**src/rtl/fft_pkg.sv**
```systemverilog
// Shared FFT datapath definitions: default widths, complex/twiddle types
// and the output saturation helper.
package fft_pkg;

    localparam int DEF_DATA_WIDTH = 16;
    localparam int DEF_FRAC_BITS  = 15;

    // Wide enough for any intermediate that is handed to saturate()
    localparam int SAT_IN_W = 48;

    localparam logic signed [SAT_IN_W-1:0] SAT_MAX = SAT_IN_W'((64'sd1 <<< (DEF_DATA_WIDTH - 1)) - 64'sd1);
    localparam logic signed [SAT_IN_W-1:0] SAT_MIN = ~SAT_MAX;

    typedef logic [1:0][DEF_DATA_WIDTH-1:0] cplx_t;
    typedef logic [1:0][DEF_FRAC_BITS:0]    twid_t;

    typedef struct packed {
        logic                      ovf;
        logic [DEF_DATA_WIDTH-1:0] val;
    } sat_t;

    function automatic sat_t saturate(input logic signed [SAT_IN_W-1:0] x);
        sat_t r;
        r.ovf = 1'b0;
        r.val = x[DEF_DATA_WIDTH-1:0];
        if (x > SAT_MAX) begin
            r.ovf = 1'b1;
            r.val = SAT_MAX[DEF_DATA_WIDTH-1:0];
        end else if (x < SAT_MIN) begin
            r.ovf = 1'b1;
            r.val = SAT_MIN[DEF_DATA_WIDTH-1:0];
        end
        return r;
    endfunction

endpackage

```
**src/rtl/cmul_conj_pipe.sv**
```systemverilog
// Two-stage conjugate complex multiply: full-width products, then sum,
// floor shift by FRAC_BITS and saturation. The sum path is forwarded alongside.
module cmul_conj_pipe
    import fft_pkg::*;
#(
    parameter int DATA_WIDTH = DEF_DATA_WIDTH,
    parameter int FRAC_BITS  = DEF_FRAC_BITS
) (
    input  logic                       clk_i,
    input  logic                       rst_ni,
    input  logic                       en_i,
    input  logic                       valid_i,
    input  logic [1:0][DATA_WIDTH:0]   d_i,
    input  logic [1:0][DATA_WIDTH:0]   s_i,
    input  logic [1:0][FRAC_BITS:0]    twid_i,
    output logic                       valid_o,
    output logic [1:0][DATA_WIDTH-1:0] a_o,
    output logic [1:0][DATA_WIDTH-1:0] b_o,
    output logic                       sat_o
);

    localparam int PW = DATA_WIDTH + FRAC_BITS + 2;
    localparam int SW = PW + 1;

    logic signed [PW-1:0]       p_rr_d, p_rr_q, p_ii_d, p_ii_q;
    logic signed [PW-1:0]       p_ir_d, p_ir_q, p_ri_d, p_ri_q;
    logic [1:0][DATA_WIDTH:0]   s2_d, s2_q;
    logic                       v2_d, v2_q;
    logic signed [SW-1:0]       re_sum, im_sum, re_sh, im_sh;
    sat_t                       sat_re, sat_im, sat_s_re, sat_s_im;
    logic [1:0][DATA_WIDTH-1:0] a_d, a_q, b_d, b_q;
    logic                       v3_d, v3_q;

    // Products are formed at full width so that (-1)*(-1) cannot wrap
    always_comb begin
        p_rr_d = p_rr_q;
        p_ii_d = p_ii_q;
        p_ir_d = p_ir_q;
        p_ri_d = p_ri_q;
        s2_d   = s2_q;
        v2_d   = v2_q;
        if (en_i) begin
            p_rr_d = PW'($signed(d_i[0])) * PW'($signed(twid_i[0]));
            p_ii_d = PW'($signed(d_i[1])) * PW'($signed(twid_i[1]));
            p_ir_d = PW'($signed(d_i[1])) * PW'($signed(twid_i[0]));
            p_ri_d = PW'($signed(d_i[0])) * PW'($signed(twid_i[1]));
            s2_d   = s_i;
            v2_d   = valid_i;
        end
    end

    always_comb begin
        re_sum   = SW'(p_rr_q) + SW'(p_ii_q);
        im_sum   = SW'(p_ir_q) - SW'(p_ri_q);
        re_sh    = re_sum >>> FRAC_BITS;
        im_sh    = im_sum >>> FRAC_BITS;
        sat_re   = saturate(SAT_IN_W'(re_sh));
        sat_im   = saturate(SAT_IN_W'(im_sh));
        sat_s_re = saturate(SAT_IN_W'($signed(s2_q[0])));
        sat_s_im = saturate(SAT_IN_W'($signed(s2_q[1])));
        sat_o    = v2_q & (sat_re.ovf | sat_im.ovf | sat_s_re.ovf | sat_s_im.ovf);
        a_d      = a_q;
        b_d      = b_q;
        v3_d     = v3_q;
        if (en_i) begin
            a_d  = {sat_s_im.val, sat_s_re.val};
            b_d  = {sat_im.val, sat_re.val};
            v3_d = v2_q;
        end
    end

    always_ff @(posedge clk_i or negedge rst_ni) begin
        if (!rst_ni) begin
            p_rr_q <= '0;
            p_ii_q <= '0;
            p_ir_q <= '0;
            p_ri_q <= '0;
            s2_q   <= '0;
            v2_q   <= 1'b0;
            a_q    <= '0;
            b_q    <= '0;
            v3_q   <= 1'b0;
        end else begin
            p_rr_q <= p_rr_d;
            p_ii_q <= p_ii_d;
            p_ir_q <= p_ir_d;
            p_ri_q <= p_ri_d;
            s2_q   <= s2_d;
            v2_q   <= v2_d;
            a_q    <= a_d;
            b_q    <= b_d;
            v3_q   <= v3_d;
        end
    end

    assign a_o     = a_q;
    assign b_o     = b_q;
    assign valid_o = v3_q;

endmodule

```
**src/rtl/ifft_butterfly_pipe.sv**
```systemverilog
// Inverse radix-2 butterfly: a = A+B, b = (A-B)*conj(w), three register
// stages under one global advance, saturating outputs and sticky overflow.
module ifft_butterfly_pipe
    import fft_pkg::*;
#(
    parameter int DATA_WIDTH = DEF_DATA_WIDTH,
    parameter int FRAC_BITS  = DEF_FRAC_BITS
) (
    input  logic                       clk_i,
    input  logic                       rst_ni,
    input  logic                       in_valid_i,
    output logic                       in_ready_o,
    input  logic [1:0][FRAC_BITS:0]    twid_i,
    input  logic [1:0][DATA_WIDTH-1:0] a_i,
    input  logic [1:0][DATA_WIDTH-1:0] b_i,
    output logic                       out_valid_o,
    input  logic                       out_ready_i,
    output logic [1:0][DATA_WIDTH-1:0] a_o,
    output logic [1:0][DATA_WIDTH-1:0] b_o,
    output logic                       ovf_o,
    input  logic                       clr_ovf_i
);

    logic                     adv;
    logic                     v1_d, v1_q;
    logic [1:0][DATA_WIDTH:0] s1_d, s1_q, d1_d, d1_q;
    logic [1:0][FRAC_BITS:0]  tw1_d, tw1_q;
    logic                     sat;
    logic                     ovf_d, ovf_q;

    // No skid buffer: upstream ready is a combinational function of out_ready_i
    assign adv        = ~out_valid_o | out_ready_i;
    assign in_ready_o = adv;

    always_comb begin
        v1_d  = v1_q;
        s1_d  = s1_q;
        d1_d  = d1_q;
        tw1_d = tw1_q;
        if (adv) begin
            v1_d  = in_valid_i;
            tw1_d = twid_i;
            for (int i = 0; i < 2; i++) begin
                s1_d[i] = (DATA_WIDTH+1)'($signed(a_i[i])) + (DATA_WIDTH+1)'($signed(b_i[i]));
                d1_d[i] = (DATA_WIDTH+1)'($signed(a_i[i])) - (DATA_WIDTH+1)'($signed(b_i[i]));
            end
        end
    end

    // A set in the same cycle as a clear takes priority
    always_comb begin
        ovf_d = ovf_q;
        if (clr_ovf_i) begin
            ovf_d = 1'b0;
        end
        if (adv && sat) begin
            ovf_d = 1'b1;
        end
    end

    always_ff @(posedge clk_i or negedge rst_ni) begin
        if (!rst_ni) begin
            v1_q  <= 1'b0;
            s1_q  <= '0;
            d1_q  <= '0;
            tw1_q <= '0;
            ovf_q <= 1'b0;
        end else begin
            v1_q  <= v1_d;
            s1_q  <= s1_d;
            d1_q  <= d1_d;
            tw1_q <= tw1_d;
            ovf_q <= ovf_d;
        end
    end

    cmul_conj_pipe #(
        .DATA_WIDTH (DATA_WIDTH),
        .FRAC_BITS  (FRAC_BITS)
    ) u_cmul (
        .clk_i   (clk_i),
        .rst_ni  (rst_ni),
        .en_i    (adv),
        .valid_i (v1_q),
        .d_i     (d1_q),
        .s_i     (s1_q),
        .twid_i  (tw1_q),
        .valid_o (out_valid_o),
        .a_o     (a_o),
        .b_o     (b_o),
        .sat_o   (sat)
    );

    assign ovf_o = ovf_q;

endmodule

```
**config.mk**
```make
export PLATFORM = sky130hd
export DESIGN_NAME = ifft_butterfly_pipe
export DESIGN_NICKNAME = d
export VERILOG_FILES = /design/src/rtl/fft_pkg.sv /design/src/rtl/cmul_conj_pipe.sv /design/src/rtl/ifft_butterfly_pipe.sv
export SDC_FILE = /design/constraint.sdc
export NUM_CORES = 2
export LEC_CHECK = 0
export CORE_ASPECT_RATIO = 0.6
export CORE_MARGIN = 4
export CORE_UTILIZATION = 40
export DETAILED_ROUTE_END_ITERATION = 7
export GPL_ROUTABILITY_DRIVEN = 0
export PLACE_DENSITY_LB_ADDON = 0.05
export SLEW_MARGIN = 0
export SYNTH_ARGS = -nofsm -noshare
export SYNTH_HDL_FRONTEND = slang
export SYNTH_HIERARCHICAL = 1
export SYNTH_SLANG_ARGS = --single-unit
export TNS_END_PERCENT = 50
```
**constraint.sdc**
```tcl
create_clock -name clk_i -period 19.4 [get_ports clk_i]
set_input_delay 3.88 -clock clk_i [delete_from_list [all_inputs] [get_ports clk_i]]
set_output_delay 3.88 -clock clk_i [all_outputs]
set_load 0.03 [all_outputs]
```
==> results_dict.tcl <==
set metrics [dict create \
    outcome "finished with violations" \
    violations "slew limit" \
    yosysTopAreaCell "fa_1" \
    std_cell_rows 109 \
    synth_area_leaders "fa_1 37%, dfrtp_1 14%, ha_1 9.6%, inv_1 8.3%, and2_1 5.6%" \
    postCtsResizedCells 0 \
    clkLatencyLatePin_ns 0.62 \
    drcViolationCount 0 \
    clkSlewWorstSetupHoldPaths_ns 0.06 \
    setup_viol 0 \
    cts_buffer_depth 3 \
    root_buffer "clkbuf_16" \
    yosysTopAreaCellShare_pct 36.85 \
    max_freq_ghz 0.1031 \
    critical-path-max-stage-delay_ns 0.68 \
    postCtsSetupBuffers 0 \
    grt_pass1_wl_um 293000 \
    tightest_slew_ns 1.571 \
    grt_pass1_vias 45510 \
    slew_violations 50 \
    cts.sinks 332 \
    grt_use_met3_pct 3.954 \
    area_growth_pct 8.201 \
    grt_use_met1_pct 40.60 \
    ant_nets 0 \
    synth-async-reset-ratio_pct 100.0 \
    cts_htree_levels 2 \
    layout_commonest_cell "inv_1" \
    r2r_slack_ns 11.81 \
    cp_max_fo 55 \
    vias_per_cell 5.071 \
    yosys_warnings 6 \
    ios 168 \
    final_nets 8216 \
    grt_overflow_total 0 \
    post_drt_wl_per_cell_um 21.88 \
    design.die.area_mm2 0.1570 \
    setup_tns_ns 0 \
    track_usage_pct 24.57 \
    crit_arrival_ns 5.82 \
    start_util_pct 40.57 \
    post_layout_nonfiller_instances 8575 \
    final_cell_mix "1324 x inv_1, 1108 x fa_1, 789 x nand2_1" \
    crit_type "in -> out" \
    grt_most_used_layer "met1" \
    syn_area_mm2 0.06020 \
    ctsHoldBuffers 0 \
    finalClockSkew_ns 0.03274 \
    period_needed_ns 9.704 \
    synth.distinct_cells 99 \
    grtUsageMet2_pct 33.99 \
    syn_area_per_cell_um2 9.185 \
    ys_ff_latch 332 \
    drv_cap 0 \
    drt-initial-drc-count 3302 \
    path_buf_inv 4 \
    crit_path_top_delay_cell "clkdlybuf4s50_1" \
    hpwl_um 143500 \
    rsz0062_at_grt "false" \
    hold_start "s1_q[18]" \
    relSlewSlack_pct -4.702 \
    synthFlopType "dfrtp_1" \
    path_delay_family "buffers and inverters" \
    worstPathCellList "clkdlybuf4s50_1 > nor2b_4 > buf_4 > inv_8 > clkdlybuf4s50_1" \
    multi_input_area_mm2 0.04571 \
    numCtsBuffers 41 \
    hp-class "reg -> reg" \
    port_buffers 167 \
    fin_crit_sh_pct 50.02 \
    syn_nets 8227 \
    critical_path.startpoint "out_ready_i" \
    synth-edff-count 0 \
    cts_tree "done" \
    vias 43490 \
    synth-seq-area-share_pct 13.80 \
    drive_above_1_share_pct 5.326 \
    critPathCaptureType "output pin" \
    antenna_found_initial 9 \
    fin_ws_ns 9.696 \
    core_mm2 0.1484 \
    startpoint_type "input port" \
    critical_path_required_ns 15.52 \
    path_common_cell "clkdlybuf4s50_1" \
    fillers 14750 \
    pre_cts_slack_ns 9.663 \
    dieHeight_um 308.5 \
    seqCellArea_mm2 0.008319 \
    placed_cells 8498 \
    finalHoldViolCount 0 \
    first_pass_iters 6 \
    routed_wl_um 187600 \
    synth_cells 6554 \
    r2r-start "d1_q[13]" \
    die_w_um 508.8 \
    grt_max_degree 158 \
]
routing by layer:
metal | routed length, um | share of wire (%)
met1 | 99390 | 53
met2 | 73990 | 39
met3 | 11770 | 6.3
met4 | 2441 | 1.3
met5 | 0 | 0
layout make-up:
class                           instances  area share, %
Tap cell                             1998          3.838
Antenna cell                            5        0.01921
Clock buffer                           50          1.660
Timing Repair Buffer                  248          3.527
Clock inverter                         22         0.3246
Multi-Input combinational cell       4589          70.18
Inverter                             1331          7.683
Sequential cell                       332          12.77
metrics by stage:
step	cell area, um^2	utilization (%)	hold WS, ns
6_report	65140	43.90	0.4652
5_1_grt	65130	43.89	0.4809
4_1_cts	65130	43.89	0.4677
3_5_place_dp	63830	43.02	0.4540
3_3_place_gp	63830	43.02	0.4480
2_1_floorplan	60200	-	0.4331
Yosys cell counts, types with 12 or more instances:
library cell / count
a211oi_1: 33
inv_1: 1326
o31a_1: 12
o21ai_0: 133
nand2_1: 789
a21o_1: 85
o21bai_1: 23
a31oi_1: 35
nand4_1: 20
nor2b_1: 33
o211ai_1: 29
xor2_1: 36
buf_1: 16
mux2_2: 140
a211o_1: 15
ha_1: 464
nor3_1: 54
and2_1: 536
a21oi_1: 230
o21a_1: 37
o22ai_1: 17
nand2b_1: 35
xnor2_1: 154
and3_1: 15
mux2i_1: 13
clkbuf_1: 265
or3_1: 23
dfrtp_1: 332
o31ai_1: 24
nand3_1: 52
buf_2: 16
nor2_1: 279
fa_1: 1108
registers in the layout, summed over array words and instances (netlist names):
signal / count
u_cmul/valid_o: 1
u_cmul/a_o: 32
u_cmul/p_ri_q: 33
tw1_q: 32
d1_q: 34
v1_q: 1
ovf_o: 1
u_cmul/b_o: 32
u_cmul/p_ir_q: 33
u_cmul/v2_q: 1
s1_q: 32
u_cmul/p_rr_q: 33
u_cmul/p_ii_q: 33
u_cmul/s2_q: 34
worst min-delay path, delay by kind of cell, from the launching register on:
family | cells | cell delay (ns)
DFF | 1 | 0.34
and+or+nand+nor | 2 | 0.09
logic make-up after synthesis:
logic type               count (synthesis)  synth area share, %
AO/OA/AOI/OAI                          781                8.642
AND/OR/NAND/NOR                       1893                15.19
buffers and inverters                 1633                10.28
adder cells (fa/ha/maj)               1572                46.49
flip-flops                             332                13.80
multiplexers                           153                2.835
XOR/XNOR                               190                2.764
worst paths after layout:
check	to	cells after the start
max reg2reg	u_cmul/p_ri_q[32]	22
max	in_ready_o	5
min in group asynchronous	u_cmul/p_ri_q[30]	1
max in group asynchronous	u_cmul/a_o[24]	5
min	s1_q[18]	2
min reg2reg	s1_q[18]	2
Power is not shown: default switching activity piles up to over one toggle a cycle in this logic, so the estimate is an artifact.
